**config.mk**
```make
export PLATFORM = sky130hd
export DESIGN_NAME = ahb_sram_ctrl
export DESIGN_NICKNAME = d
export VERILOG_FILES = /design/src/rtl/ahb_sram_ctrl.sv
export SDC_FILE = /design/constraint.sdc
export NUM_CORES = 1
export LEC_CHECK = 0
export CAP_MARGIN = 20
export CORE_MARGIN = 3
export CORE_UTILIZATION = 26
export CTS_CLUSTER_DIAMETER = 40
export DETAILED_ROUTE_END_ITERATION = 12
export HOLD_SLACK_MARGIN = 0.06
export PLACE_DENSITY = 0.81
export SETUP_SLACK_MARGIN = 0.5
export SLEW_MARGIN = 5
export SYNTH_ARGS = -nofsm -noshare
export SYNTH_HDL_FRONTEND = slang
export SYNTH_SLANG_ARGS = --single-unit
```
**constraint.sdc**
```tcl
create_clock -name HCLK -period 2.1 [get_ports HCLK]
set_input_delay 0.42 -clock HCLK [delete_from_list [all_inputs] [get_ports HCLK]]
set_output_delay 0.42 -clock HCLK [all_outputs]
set_load 0.02 [all_outputs]
```
**src/rtl/ahb_sram_ctrl.sv**
```systemverilog
// ahb_sram_ctrl: AHB-Lite responder in front of a single-port synchronous SRAM.
// Reads are issued combinationally in the address phase, so SRAM data returns in
// the data phase with zero wait states. Writes are issued in the data phase.
// When a read follows a write, the two collide on the SRAM port and the read
// waits one cycle.
// Optional build macro AHB_SRAM_WBUF_EN: a one-entry posted write buffer
// removes that collision. Buffered data drains in free cycles and is
// forwarded to reads of the same word.
module ahb_sram_ctrl #(
   parameter int AW = 12
) (
   input  logic          HCLK,
   input  logic          HRESETn,
   input  logic          HSEL,
   input  logic [31:0]   HADDR,
   input  logic [1:0]    HTRANS,
   input  logic          HWRITE,
   input  logic [2:0]    HSIZE,
   input  logic [31:0]   HWDATA,
   input  logic          HREADY,
   output logic          HREADYOUT,
   output logic          HRESP,
   output logic [31:0]   HRDATA,
   input  logic [31:0]   SRAMRDATA,
   output logic          SRAMCS0,
   output logic [3:0]    SRAMWEN,
   output logic [31:0]   SRAMWDATA,
   output logic [AW-1:0] SRAMADDR
);

   typedef enum logic [2:0] {
      IDLE, RD_DATA, WR_DATA, WR_STALL, ERR1, ERR2
   } state_t;

   state_t        state;
   logic [AW-1:0] waddr;
   logic [1:0]    wsize;
   logic [1:0]    woff;
   logic [3:0]    wmask;

   logic          read_req;
   logic          accept;
   logic          size_err;
   logic          conflict;
   logic          hready_int;
   logic          rd_acc;
   logic          wr_acc;
   logic          err_acc;

   // HADDR bits above the word address and HTRANS[0] are intentionally ignored
   logic          unused_bits;
   assign unused_bits = ^{HADDR[31:AW+2], HTRANS[0]};

`ifdef AHB_SRAM_WBUF_EN
   logic          bvalid;
   logic [AW-1:0] baddr;
   logic [AW-1:0] raddr;
   logic [3:0]    bmask;
   logic [31:0]   bdata;
   logic          fwd;
`endif

   assign read_req = HSEL & HTRANS[1] & ~HWRITE;
   assign accept   = HSEL & HTRANS[1] & HREADY;
   assign size_err = (HSIZE > 3'd2) ||
                     ((HSIZE == 3'd1) && HADDR[0]) ||
                     ((HSIZE == 3'd2) && (HADDR[1:0] != 2'b00));

`ifdef AHB_SRAM_WBUF_EN
   // Only a full buffer blocks a read: it must drain before the new write lands
   assign conflict = (state == WR_DATA) & read_req & bvalid;
`else
   assign conflict = (state == WR_DATA) & read_req;
`endif

   assign hready_int = ~((state == ERR1) | conflict);
   assign rd_acc     = accept & hready_int & ~size_err & ~HWRITE & HRESETn;
   assign wr_acc     = accept & hready_int & ~size_err & HWRITE;
   assign err_acc    = accept & hready_int & size_err;

   // Transfer FSM and write address-phase capture
   always_ff @(posedge HCLK or negedge HRESETn) begin
      if (!HRESETn) begin
         state <= IDLE;
         waddr <= '0;
         wsize <= '0;
         woff  <= '0;
      end else begin
         if (state == ERR1)
            state <= ERR2;
         else if (conflict)
            state <= WR_STALL;
         else if (err_acc)
            state <= ERR1;
         else if (wr_acc)
            state <= WR_DATA;
         else if (rd_acc)
            state <= RD_DATA;
         else
            state <= IDLE;
         if (wr_acc) begin
            waddr <= HADDR[AW+1:2];
            wsize <= HSIZE[1:0];
            woff  <= HADDR[1:0];
         end
      end
   end

   // Byte-lane write enables from the captured size and offset
   always_comb begin
      wmask = 4'b1111;
      case (wsize)
         2'd0:    wmask = 4'b0001 << woff;
         2'd1:    wmask = woff[1] ? 4'b1100 : 4'b0011;
         default: wmask = 4'b1111;
      endcase
   end

`ifdef AHB_SRAM_WBUF_EN
   // Posted write buffer: loads at every write data phase, drains when the port is idle
   always_ff @(posedge HCLK or negedge HRESETn) begin
      if (!HRESETn) begin
         bvalid <= 1'b0;
         baddr  <= '0;
         bmask  <= '0;
         bdata  <= '0;
         raddr  <= '0;
      end else begin
         if (state == WR_DATA) begin
            bvalid <= 1'b1;
            baddr  <= waddr;
            bmask  <= wmask;
            bdata  <= HWDATA;
         end else if (bvalid && !rd_acc) begin
            bvalid <= 1'b0;
         end
         if (rd_acc)
            raddr <= HADDR[AW+1:2];
      end
   end

   assign fwd = bvalid && (baddr == raddr);
`endif

   // Bus response: HRESP and HRDATA follow the registered state
   always_comb begin
      HREADYOUT = hready_int;
      HRESP     = (state == ERR1) || (state == ERR2);
      HRDATA    = '0;
      if (state == RD_DATA) begin
`ifdef AHB_SRAM_WBUF_EN
         for (int unsigned b = 0; b < 4; b++)
            HRDATA[8*b +: 8] = (fwd && bmask[b]) ? bdata[8*b +: 8] : SRAMRDATA[8*b +: 8];
`else
         HRDATA = SRAMRDATA;
`endif
      end
   end

   // SRAM port: address-phase read, or data-phase write (or buffer drain)
   always_comb begin
      SRAMCS0   = 1'b0;
      SRAMWEN   = '0;
      SRAMADDR  = '0;
      SRAMWDATA = '0;
      if (HRESETn) begin
`ifdef AHB_SRAM_WBUF_EN
         if (rd_acc) begin
            SRAMCS0  = 1'b1;
            SRAMADDR = HADDR[AW+1:2];
         end else if (bvalid) begin
            SRAMCS0   = 1'b1;
            SRAMWEN   = bmask;
            SRAMADDR  = baddr;
            SRAMWDATA = bdata;
         end
`else
         if (state == WR_DATA) begin
            SRAMCS0   = 1'b1;
            SRAMWEN   = wmask;
            SRAMADDR  = waddr;
            SRAMWDATA = HWDATA;
         end else if (rd_acc) begin
            SRAMCS0  = 1'b1;
            SRAMADDR = HADDR[AW+1:2];
         end
`endif
      end
   end

endmodule

```
==> reports/qor.yml <==
final_cell_mix: "clkdlybuf4s50_1, buf_4, clkdlybuf4s15_2"
crit_buf_inv: 3
holdWs_ps: 357
crit_path_max_fanout: 11
cap_viol_max_count: 0
critPathRequiredTime_ps: 1680
outcome: "finished with violations"
ir_drop_uv: 407
nets: 463
setup_viol: 18
dpl_cell_area_mm2: 0.00359
ys_ff_latch: 19
routed_wl_mm: 7.26
fin_tns_setup_ps: -1320
first_iter_violations: 40
grt_antenna_before_repair: 0
worst_path_largest_cell_delay_ps: 420
crit_chain: "buf_4 > nor2_4 > and3_4 > bufbuf_16 > a22o_1 > buf_6"
seq_area_um2: 477
slew_violations: 0
coreArea_mm2: 0.00557
synth_nets: 269
rsz0062_at_grt: "yes"
htreeDepth: 1
final_common_cell: "clkdlybuf4s50_1"
yosysUniqueCellTypes: 31
dpl.hpwl_mm: 5.28
grt_util_all_layers_pct: 19.8
nFillCells: 437
num_antenna_cells: 0
slowest_stage: "dfrtp_1"
placementRows: 27
die_w_um: 82.4
cts_root_buffer: "clkbuf_8"
dp_slack_ps: -747
worstReg2RegStart: "state[0]$_DFF_PN0_"
clock_latency_ps: 260
cts_buffer_depth: 2
tightest_slew_ps: 384
grt_pass1_vias: 1964
netlist_instances: 163
multi_input_area_mm2: 0.00126
vias_per_cell: 4.57
clkSinkCount: 19
cellLeakagePower_uw: 0.00185
dpl.cell_count: 406
firstDrtPassIters: 4
crit_type: "register to output pin"
finalCriticalPeriod_ps: 2220
worst_setup_path_start_kind: "register"
power_density_mw_per_mm2: 563
cp_top_family: "buffers and inverters"
startpoint: "state[2]$_DFF_PN0_"
ys_seq_area_share_pct: 31.4
yosys_warnings: 0
min_path_type: "input port to asynchronous set/reset pin"
gp_congestion: 0.708
dieArea_mm2: 0.00678
fmaxAchievable_mhz: 450
drive_gt1_share_pct: 57.3
start_util_pct: 27.2
synth_area_mm2: 0.00152
fin_area_mm2: 0.00398
violations: "setup timing"
postRouteAntennaNets: 0
ioPinCount: 189
setup_slack_ps: -122
numCtsBuffers: 3
cts_tree: "done"
globalRoute.totalOverflow: 0
worstPathArrival_ps: 1800
fin_skew_ps: 5.71
fin_cells: 428
worstSetupEndpointType: "output pin"
timing.final.crit_share_pct: 106
area_growth_pct: 162
numPortBuffers: 169
maxSlewHeadroom_pct: 74.1
syn_area_per_cell_um2: 9.30
grt_pass1_wl_mm: 10.3
wl_per_cell_um: 17.0
grt_max_degree: 33
remaining_drc_errors: 0
via_count: 1956
die_h_um: 82.4
clk_pin_slew_worst_paths_ps: 80
hold_viol: 0
timing repair:
action,in CTS,in global routing
setup buffers,11,2
pin swaps,14,6
setup endpoints to repair,100,99
hold buffers,0,0
resized for setup,421,10
cloned,4,1
worst register-to-register path, stage by stage (launching register included):
cell	delay (ps)
dfrtp_2	460
buf_6	130
buf_6	110
buf_6	110
nand2b_4	140
o2111ai_4	200
buf_6	150
buf_16	140
mux2_4	300
registers in the layout, summed over array words and instances, names as in the netlist:
register / count
state: 3
waddr: 12
wsize: 2
woff: 2
report_power, final:
part / switching, µW / internal (µW)
clock network: 129 / 134
registers: 95.6 / 463
logic: 634 / 784
total: 859 / 1380
logic make-up after synthesis:
| family | Yosys count | share of synthesized area [%] |
|---|---|---|
| buffers and inverters | 15 | 4.70 |
| DFF | 19 | 31.4 |
| AOI/OAI and AO/OA | 26 | 13.9 |
| and+or+nand+nor | 86 | 35.1 |
| xor gates and xnor gates | 1 | 0.578 |
| muxes | 16 | 14.4 |
final timing paths:
path	depth (start not counted)	endpoint	slack, ps
max	6	SRAMADDR[0]	-120
min	2	waddr[10]$_DFFE_PN0P_	360
max reg2reg	8	waddr[7]$_DFFE_PN0P_	260
min reg2reg	1	waddr[0]$_DFFE_PN0P_	520
max in group asynchronous	2	state[0]$_DFF_PN0_	1570
min in group HCLK	2	woff[1]$_DFFE_PN0P_	430
final cells by class:
type                    count  area share [%]
repair buffers            202            52.6
multi-input cells         129            31.8
flip-flops and latches     19            12.0
well taps                  72            2.26
clock buffers               3            1.04
clock inverters             1           0.189
inverters                   2           0.189
per-stage QoR:
stage	power [µW]	utilization, %
2_1_floorplan	1150	-
3_3_place_gp	1830	64.4
3_5_place_dp	1860	64.4
4_1_cts	2230	70.2
5_1_grt	2360	71.4
6_report	2240	71.4
layer usage:
layer	vias up	global-route usage (%)	wire (µm)
met5	-	0	0
met4	0	3.16	44
met3	6	3.80	599
met2	82	38.2	4030
met1	929	22.7	2590
li1	939	-	-
synthesized netlist by cell type:
| cell | n | area, µm² |
|---|---|---|
| and2_1 | 64 | 400 |
| dfrtp_1 | 19 | 475 |
| a22o_1 | 12 | 105 |
| mux2_4 | 10 | 150 |
| clkbuf_1 | 8 | 30.0 |
| mux2_2 | 6 | 67.6 |
| nor2_1 | 5 | 18.8 |
| a21oi_1 | 4 | 20.0 |
| o21ai_0 | 4 | 20.0 |
| buf_2 | 3 | 15.0 |
| nand2b_1 | 3 | 18.8 |
| and3_1 | 2 | 12.5 |
| inv_1 | 2 | 7.51 |
| nand2_1 | 2 | 7.51 |
| nand3b_1 | 2 | 15.0 |
| nor3b_1 | 2 | 15.0 |
| a22oi_1 | 1 | 7.51 |
| a31oi_1 | 1 | 6.26 |
| a41oi_1 | 1 | 8.76 |
| and3b_2 | 1 | 10.0 |
| buf_4 | 1 | 7.51 |
| buf_6 | 1 | 11.3 |
| nand3_1 | 1 | 5.00 |
| nor2b_1 | 1 | 6.26 |
| nor3_1 | 1 | 5.00 |
| nor4_2 | 1 | 12.5 |
| o2111ai_4 | 1 | 26.3 |
| o21bai_1 | 1 | 7.51 |
| o311ai_0 | 1 | 8.76 |
| or2_2 | 1 | 6.26 |
| xnor2_1 | 1 | 8.76 |
Note: power is estimated with default switching activity, not from simulation.
